### src/rtl/lif_spike_counter_if.sv
// Bus between the neuron and its driver. The driver supplies the step
// strobe and the current. The neuron returns its spike, its membrane
// potential and the windowed spike count.
//   master : drives step/current, observes spike/state/counter/window_done
//   slave  : the neuron side
interface lif_spike_counter_if #(
  parameter int unsigned WIDTH     = 8,
  parameter int unsigned CNT_WIDTH = 4
);
  logic                 step;
  logic [WIDTH-1:0]     current;
  logic                 spike;
  logic [WIDTH-1:0]     state;
  logic [CNT_WIDTH-1:0] counter;
  logic                 window_done;

  modport master (
    output step, current,
    input  spike, state, counter, window_done
  );

  modport slave (
    input  step, current,
    output spike, state, counter, window_done
  );
endinterface

### src/rtl/lif_spike_counter.sv
// Leaky integrate-and-fire neuron with a windowed spike counter.
// On each step strobe the neuron decays its membrane, adds the input
// current, fires at threshold and counts spikes over WINDOW steps. At
// the end of each window it latches the count for the seg7 decoder.
// Ports:
//   clk  : clock, all state on the rising edge
//   rst  : synchronous reset, active-high, highest priority
//   bus  : slave side of the bus (step, current in; spike, state,
//          counter, window_done out)
module lif_spike_counter #(
  parameter int unsigned WIDTH      = 8,
  parameter int unsigned THRESHOLD  = 200,
  parameter int unsigned BETA_SHIFT = 1,
  parameter int unsigned RESET_ZERO = 0,
  parameter int unsigned CNT_WIDTH  = 4,
  parameter int unsigned WINDOW     = 16
) (
  input  logic               clk,
  input  logic               rst,
  lif_spike_counter_if.slave bus
);

  localparam int unsigned IDX_W   = (WINDOW > 1) ? $clog2(WINDOW) : 1;
  localparam int unsigned LAST_M1 = (WINDOW > 1) ? WINDOW - 2 : 0;
  localparam logic [WIDTH+1:0] THR_X = (WIDTH+2)'(THRESHOLD);

  typedef enum logic {S_COUNT, S_LAST} fsm_t;
  localparam fsm_t S_RST = (WINDOW == 1) ? S_LAST : S_COUNT;

  fsm_t                 r_fsm;
  fsm_t                 w_fsm_nxt;
  logic                 w_last;
  logic [IDX_W-1:0]     r_idx;
  logic [CNT_WIDTH-1:0] r_scnt;
  logic [CNT_WIDTH-1:0] r_counter;
  logic                 r_window_done;
  logic [WIDTH-1:0]     r_state;
  logic                 r_spike;

  logic                 w_fire;
  logic [WIDTH:0]       w_sum;
  logic [WIDTH+1:0]     w_pre;
  logic [WIDTH-1:0]     w_state_nxt;
  logic [CNT_WIDTH-1:0] w_scnt_sat;

  // Membrane update: fire on the pre-update state, decay, integrate, reset.
  always_comb begin
    w_fire = (r_state >= WIDTH'(THRESHOLD));
    w_sum  = (WIDTH+1)'(r_state >> BETA_SHIFT) + (WIDTH+1)'(bus.current);
    if (RESET_ZERO != 0) begin
      w_pre = w_fire ? '0 : {1'b0, w_sum};
    end else begin
      w_pre = {1'b0, w_sum} - (w_fire ? THR_X : '0);
    end
    // Bit WIDTH+1 is the sign of the two's-complement result.
    if (w_pre[WIDTH+1]) begin
      w_state_nxt = '0;
    end else if (w_pre[WIDTH]) begin
      w_state_nxt = '1;
    end else begin
      w_state_nxt = w_pre[WIDTH-1:0];
    end
  end

  // Spike count including this step's fire, saturating at the top.
  always_comb begin
    w_scnt_sat = (r_scnt == '1) ? '1 : r_scnt + CNT_WIDTH'(w_fire);
  end

  // Window FSM state register.
  always_ff @(posedge clk) begin
    if (rst) begin
      r_fsm <= S_RST;
    end else begin
      r_fsm <= w_fsm_nxt;
    end
  end

  // Window FSM next state. LAST is the final step of a window.
  always_comb begin
    w_fsm_nxt = r_fsm;
    w_last    = (r_fsm == S_LAST);
    if (bus.step) begin
      case (r_fsm)
        S_COUNT: if (r_idx == IDX_W'(LAST_M1)) w_fsm_nxt = S_LAST;
        S_LAST:  w_fsm_nxt = S_RST;
        default: w_fsm_nxt = S_RST;
      endcase
    end
  end

  // Neuron and counter registers; everything advances only on step.
  always_ff @(posedge clk) begin
    if (rst) begin
      r_state       <= '0;
      r_spike       <= 1'b0;
      r_counter     <= '0;
      r_window_done <= 1'b0;
      r_scnt        <= '0;
      r_idx         <= '0;
    end else begin
      r_window_done <= 1'b0;
      if (bus.step) begin
        r_spike <= w_fire;
        r_state <= w_state_nxt;
        if (w_last) begin
          r_counter     <= w_scnt_sat;
          r_scnt        <= '0;
          r_idx         <= '0;
          r_window_done <= 1'b1;
        end else begin
          r_scnt <= w_scnt_sat;
          r_idx  <= r_idx + IDX_W'(1);
        end
      end
    end
  end

  assign bus.spike       = r_spike;
  assign bus.state       = r_state;
  assign bus.counter     = r_counter;
  assign bus.window_done = r_window_done;

endmodule

### src/flat_wrapper.sv
// flat-port wrapper written by rule: the top's interface ports become plain ports
module lif_spike_counter_flat 
#(
  parameter int unsigned WIDTH      = 8,
  parameter int unsigned THRESHOLD  = 200,
  parameter int unsigned BETA_SHIFT = 1,
  parameter int unsigned RESET_ZERO = 0,
  parameter int unsigned CNT_WIDTH  = 4,
  parameter int unsigned WINDOW     = 16
)
  (clk, rst, bus_step, bus_current, bus_spike, bus_state, bus_counter, bus_window_done);
  lif_spike_counter_if #(.WIDTH(WIDTH), .CNT_WIDTH(CNT_WIDTH)) bus_i ();
  input  logic clk;
  input  logic rst;
  input wire logic [$bits(bus_i.step)-1:0] bus_step;
  input wire logic [$bits(bus_i.current)-1:0] bus_current;
  output wire logic [$bits(bus_i.spike)-1:0] bus_spike;
  output wire logic [$bits(bus_i.state)-1:0] bus_state;
  output wire logic [$bits(bus_i.counter)-1:0] bus_counter;
  output wire logic [$bits(bus_i.window_done)-1:0] bus_window_done;
  assign bus_i.step = bus_step;
  assign bus_i.current = bus_current;
  assign bus_spike = bus_i.spike;
  assign bus_state = bus_i.state;
  assign bus_counter = bus_i.counter;
  assign bus_window_done = bus_i.window_done;
  lif_spike_counter #(.WIDTH(WIDTH), .THRESHOLD(THRESHOLD), .BETA_SHIFT(BETA_SHIFT), .RESET_ZERO(RESET_ZERO), .CNT_WIDTH(CNT_WIDTH), .WINDOW(WINDOW)) u_core (.clk(clk), .rst(rst), .bus(bus_i));
endmodule
### config.mk
export PLATFORM = sky130hd
export DESIGN_NAME = lif_spike_counter_flat
export DESIGN_NICKNAME = d
export VERILOG_FILES = /design/src/rtl/lif_spike_counter_if.sv /design/src/rtl/lif_spike_counter.sv /design/src/flat_wrapper.sv
export SDC_FILE = /design/constraint.sdc
export NUM_CORES = 1
export LEC_CHECK = 0
export CAP_MARGIN = 20
export CORE_ASPECT_RATIO = 1.4
export CORE_MARGIN = 3
export CORE_UTILIZATION = 35
export CTS_BUF_LIST = sky130_fd_sc_hd__clkbuf_8
export CTS_CLUSTER_DIAMETER = 50
export CTS_CLUSTER_SIZE = 20
export DETAILED_ROUTE_END_ITERATION = 10
export PLACE_DENSITY = 0.68
export SYNTH_ARGS = -nofsm -noshare
export SYNTH_HDL_FRONTEND = slang
export SYNTH_SLANG_ARGS = --single-unit
### constraint.sdc
create_clock -name clk -period 2.91 [get_ports clk]
set_input_delay 0.582 -clock clk [delete_from_list [all_inputs] [get_ports clk]]
set_output_delay 0.582 -clock clk [all_outputs]
set_load 0.05 [all_outputs]
; ---- Word-level counts from Yosys, hierarchy flattened
; Index checks and enable logic that the tools add are counted.
[word_totals]
register_bits = 23
latch_bits = 0
ramBits = 0
rom_bits = 0
inputBits = 11
word_cells = 27
memories = 0
[op_classes]
add_sub_neg = 4
n_mul = 0
div = 0
magnitude_cmp = 1
n_eq_ne = 2
shift = 0
muxes = 9
bitwise = 2
reduce_logical = 2
[ops]
columns = operator, count
row1 = $mux 8, 3
row2 = $mux 4, 3
row3 = $sub 9x10->10, 1
row4 = $add 7x8->9, 1
row5 = $eq 4x4->1 const B, 2
row6 = $ge 8x8->1 const B, 1
row7 = $add 4x1->4, 1
row8 = $add 4x1->4 const B, 1
row9 = $mux 1, 2
row10 = $not 1->1, 2
row11 = $pmux 1 s2, 1
row12 = $reduce_and 2->1, 1
row13 = $reduce_or 2->1, 1

; ---- Longest topological paths before layout
[depth]
word_depth = 5
depth_mapped = 12
mapped_depth_nobuf = 12

; ---- Worst setup path after synthesis
; No wires, ideal clock.
[synth_path]
path_type = register -> register
start = register u_core.r_state[7] (netlist: u_core.bus.state[7])
end = register u_core.r_state[5] (netlist: u_core.bus.state[5])
setup_time_ns = 0.126
t_arrival_ns = 2.965
path_slack_ns = -0.181
stages_incl_launch_ff = 11
n_path_buf = 0
path_cell_list = dfxtp_1 > inv_1 > or3_1 > fa_1 > ha_1 > o211ai_1 > a21oi_1 > a211o_1 > a41o_2 > nor2_1 > o21ai_1
[synth_via]
elab_chain_cells = 5
elab_cells_between_ends = 6
cone_classes = add/sub: 2 / order compare: 1 / mux: 3
[synth_rtl]
columns = element, line
row1 = from (decl), lif_spike_counter.sv:37  ; logic [WIDTH-1:0] r_state;
row2 = from (signal assigned), lif_spike_counter.sv:105  ; r_state <= w_state_nxt;
row3 = $ge 8x8->1, lif_spike_counter.sv:48  ; w_fire = (r_state >= WIDTH'(THRESHOLD));
row4 = $mux 8, lif_spike_counter.sv:53  ; w_pre = {1'b0, w_sum} - (w_fire ? THR_X : '0);
row5 = $sub 9x10->10 *, lif_spike_counter.sv:53
row6 = $mux 8, lif_spike_counter.sv:58  ; end else if (w_pre[WIDTH]) begin
row7 = $mux 8 *, lif_spike_counter.sv:56  ; if (w_pre[WIDTH+1]) begin
; Every way passes the cells marked *; elsewhere a longest branch is shown, timed or not.
; A chain may end at the register's enable or synchronous reset.

; ---- Worst setup path after layout
[layout_path]
start = input port bus_current[6]
end = register u_core.r_state[1] (netlist: u_core.bus.state[1])
[layout_via]
elab_chain_cells = 4
[layout_rtl]
columns = element, line
row1 = from (decl), flat_wrapper.sv:16  ; input wire logic [$bits(bus_i.current)-1:0] bus_current;
row2 = $add 7x8->9 *, lif_spike_counter.sv:49  ; w_sum = (WIDTH+1)'(r_state >> BETA_SHIFT) + (WIDTH+1)'(bus.current);
row3 = $sub 9x10->10 *, lif_spike_counter.sv:53
row4 = $mux 8, lif_spike_counter.sv:58
row5 = $mux 8 *, lif_spike_counter.sv:56
; Marks and branches as above.

==> reports/summary.txt <==
status: finished, final reports clean
Overall Global Routing Usage: 12.6%
Post-Syn Nets: 213
Core ar.: 0.00402 mm²
max-cap viol count: 0
Post-Route WL: 3040 µm
largest family of logic cells by synthesized area: simple AND/OR/NAND/NOR gates
complex-gate fraction of the synthesized area: 18.0%
largest net degree at the start of global routing: 18
final instance count without filler cells: 261
area of the multi-input gates: 920 µm²
Critical Path RT: 3100 ps
vias per cell: 5.10
synth unique cells: 37
Syn Std Cell Area: 0.00148 mm²
die area: 0.00506 mm²
Syn Area/Cell: 8.13 µm²
# IOs: 25
synth warn: 0
Core Rows: 27
port bufs: 24
Slew headroom: 62.8%
final setup violation count: 0
Post-Synth Simple-Gate Area: 19.2%
flops & latches, synth: 23
Crit. End Element: flop
register area share after synthesis: 31.1%
Hold Path Class: flop to flop
layout cells sized above 1: 12.4%
H-tree depth: 1
busiest layer in global routing: met2
kind of critical path: input pin to flop
FMAX: 0.353 GHz
Worst-Margin Slew: 556 ps
crit share post-route: 97.2%
synth top area cells: dfxtp_1, ha_1, inv_1, nor2_1, a21oi_1
vias: 1332
Cells after DPL: 257
first-pass GRT wire length: 5170 µm
area leader, netlist: dfxtp_1
post-synthesis mux area share: 2.03%
VDD IR-drop max: 0.000542 V
total CTS buffers: 3
Clock Tree Root: clkbuf_8
Pwr Density: 773 mW/mm²
CP Launch Type: input pin
crit path max fanout: 8
CTS tree: yes
Initial Utilization: 36.8%
Finished Core Util: 47.4%
Leakage: 0.000827 µW
register area: 467 µm²
clk buf depth: 2
grt ovf: 0
GR Util met1: 16.0%
XOR/XNOR share of the synthesized area: 4.14%
RSZ-0062 raised after global routing: no
pre-CTS setup slack: -188 ps
DRT antenna net count: 0
share of the synthesized area in the top cell type: 31.1%
Detailed Routing Iterations Pass 1: 4
Sink Count: 23
1st-iter DRT viols: 41
met2 Use GR: 21.2%
initial antenna violation count: 0
Worst Slack Setup Final: 80.9 ps
Worst Path Arrival: 3020 ps
Final Wtd Congestion: 0.850
Mapped Cells: 182
commonest non-fill, non-tap cells in the layout: inv_1, clkdlybuf4s50_1, nor2_1, dfxtp_1, ha_1
die width: 61.0 µm
max-slew violations: 0
clk_skew: 5.59 ps
clk slew on worst S/H paths: 80 ps
Final Net Count: 250
vias in the first global route: 1240
Filler cells: 393
final hold violations: 0
WL per Instance: 11.7 µm
Worst-Skew Late Latency: 260 ps
Final min period: 2830 ps
grt met3 use: 1.56%
HPWL after detailed placement: 2430 µm
Post-Synth Adder-Cell Area: 18.4%
number of remaining DRC errors: 0
Die Ht: 82.9 µm
P&R area growth vs syn: 28.8%
ant diodes: 0
R2R setup slack: 140 ps
==> path summary, 6_finish.rpt <==
kind	start	to	cells past startpoint
hold reg to reg	u_core.bus.state[0]	u_core.bus.state[0]	2
hold / removal	u_core.bus.state[0]	u_core.bus.state[0]	2
setup reg to reg	u_core.bus.state[3]	u_core.bus.state[1]	12
setup / recovery	bus_current[6]	u_core.bus.state[1]	11
==> critical path: stages <==
cell	delay (ps)
clkdlybuf4s50_1	450
inv_1	50
fa_1	370
inv_1	90
fa_1	430
a21o_1	190
a2111o_1	340
o21ai_1	120
a41o_2	210
nor2_1	60
o21ai_1	140
==> flip-flops by register name (all words and copies together), names as in the netlist <==
register	flops
u_core.bus.counter	4
u_core.r_fsm	1
u_core.bus.spike	1
u_core.bus.state	8
u_core.r_scnt	4
u_core.bus.window_done	1
u_core.r_idx	4
==> synthesized netlist by cell type <==
master / number
o21a_1: 1
o211ai_1: 2
and2_1: 1
or3_1: 1
ha_1: 17
nand2_1: 12
mux2i_1: 3
dfxtp_1: 23
nand2b_1: 6
nor3_1: 7
nand4_1: 3
nor3b_1: 1
a21o_1: 2
o21ai_2: 1
xnor2_1: 4
nand3_1: 1
a41o_2: 1
nor2b_1: 4
a31oi_1: 1
fa_1: 3
a211oi_1: 1
clkbuf_1: 4
o21ai_1: 10
a211o_1: 1
and4_1: 1
o21ai_0: 4
inv_1: 24
a21oi_2: 1
a31o_2: 1
nor4bb_1: 1
a21oi_1: 12
xor2_1: 3
a2111o_1: 1
a22oi_1: 1
o221a_2: 1
a311oi_1: 1
nor2_1: 21
==> logic make-up after synthesis <==
kind of cell               count (synthesis)
DFF                                       23
AOI/OAI and AO/OA                         42
and+or+nand+nor                           59
adders and majority gates                 20
muxes                                      3
xor gates and xnor gates                   7
buffers and inverters                     28
==> metrics by stage <==
stage	TNS, ps	hold WS, ps	cell area [µm²]	total power, µW
global route	0	495	1910	1590
finish	0	450	1910	1470
CTS	0	457	1900	1480
detailed placement	-1360	446	1860	1290
global placement	-1010	436	1860	1280
floorplan	0	472	1490	997
==> power by group <==
part           internal, µW  switching [µW]  total [µW]
combinational           402             478         880
sequential              358            39.6         398
clock                  95.4             100         196
total                   855             618        1470
==> what timing repair did <==
| item | 4_1_cts | 5_1_grt |
|---|---|---|
| setup buffers | 0 | 0 |
| resized for setup | 0 | 1 |
| hold buffers | 0 | 0 |
| setup endpoints to repair | 0 | 8 |
| hold endpoints to repair | 0 | 0 |
==> area by class of cell <==
class	count	share of cell area, %
Clock inverter	1	0.262
Multi-Input combinational cell	131	48.2
Tap cell	43	2.82
Clock buffer	3	2.17
Inverter	24	4.72
Timing Repair Buffer	36	17.3
Sequential cell	23	24.5
==> metal layers <==
layer | vias up | wire, µm | share of wire [%]
li1 | 691 | - | -
met1 | 616 | 1390 | 46
met2 | 21 | 1530 | 50
met3 | 4 | 77 | 2.5
met4 | 0 | 41 | 1.3
met5 | - | 0 | 0
Note: power is estimated with default switching activity, not from simulation.
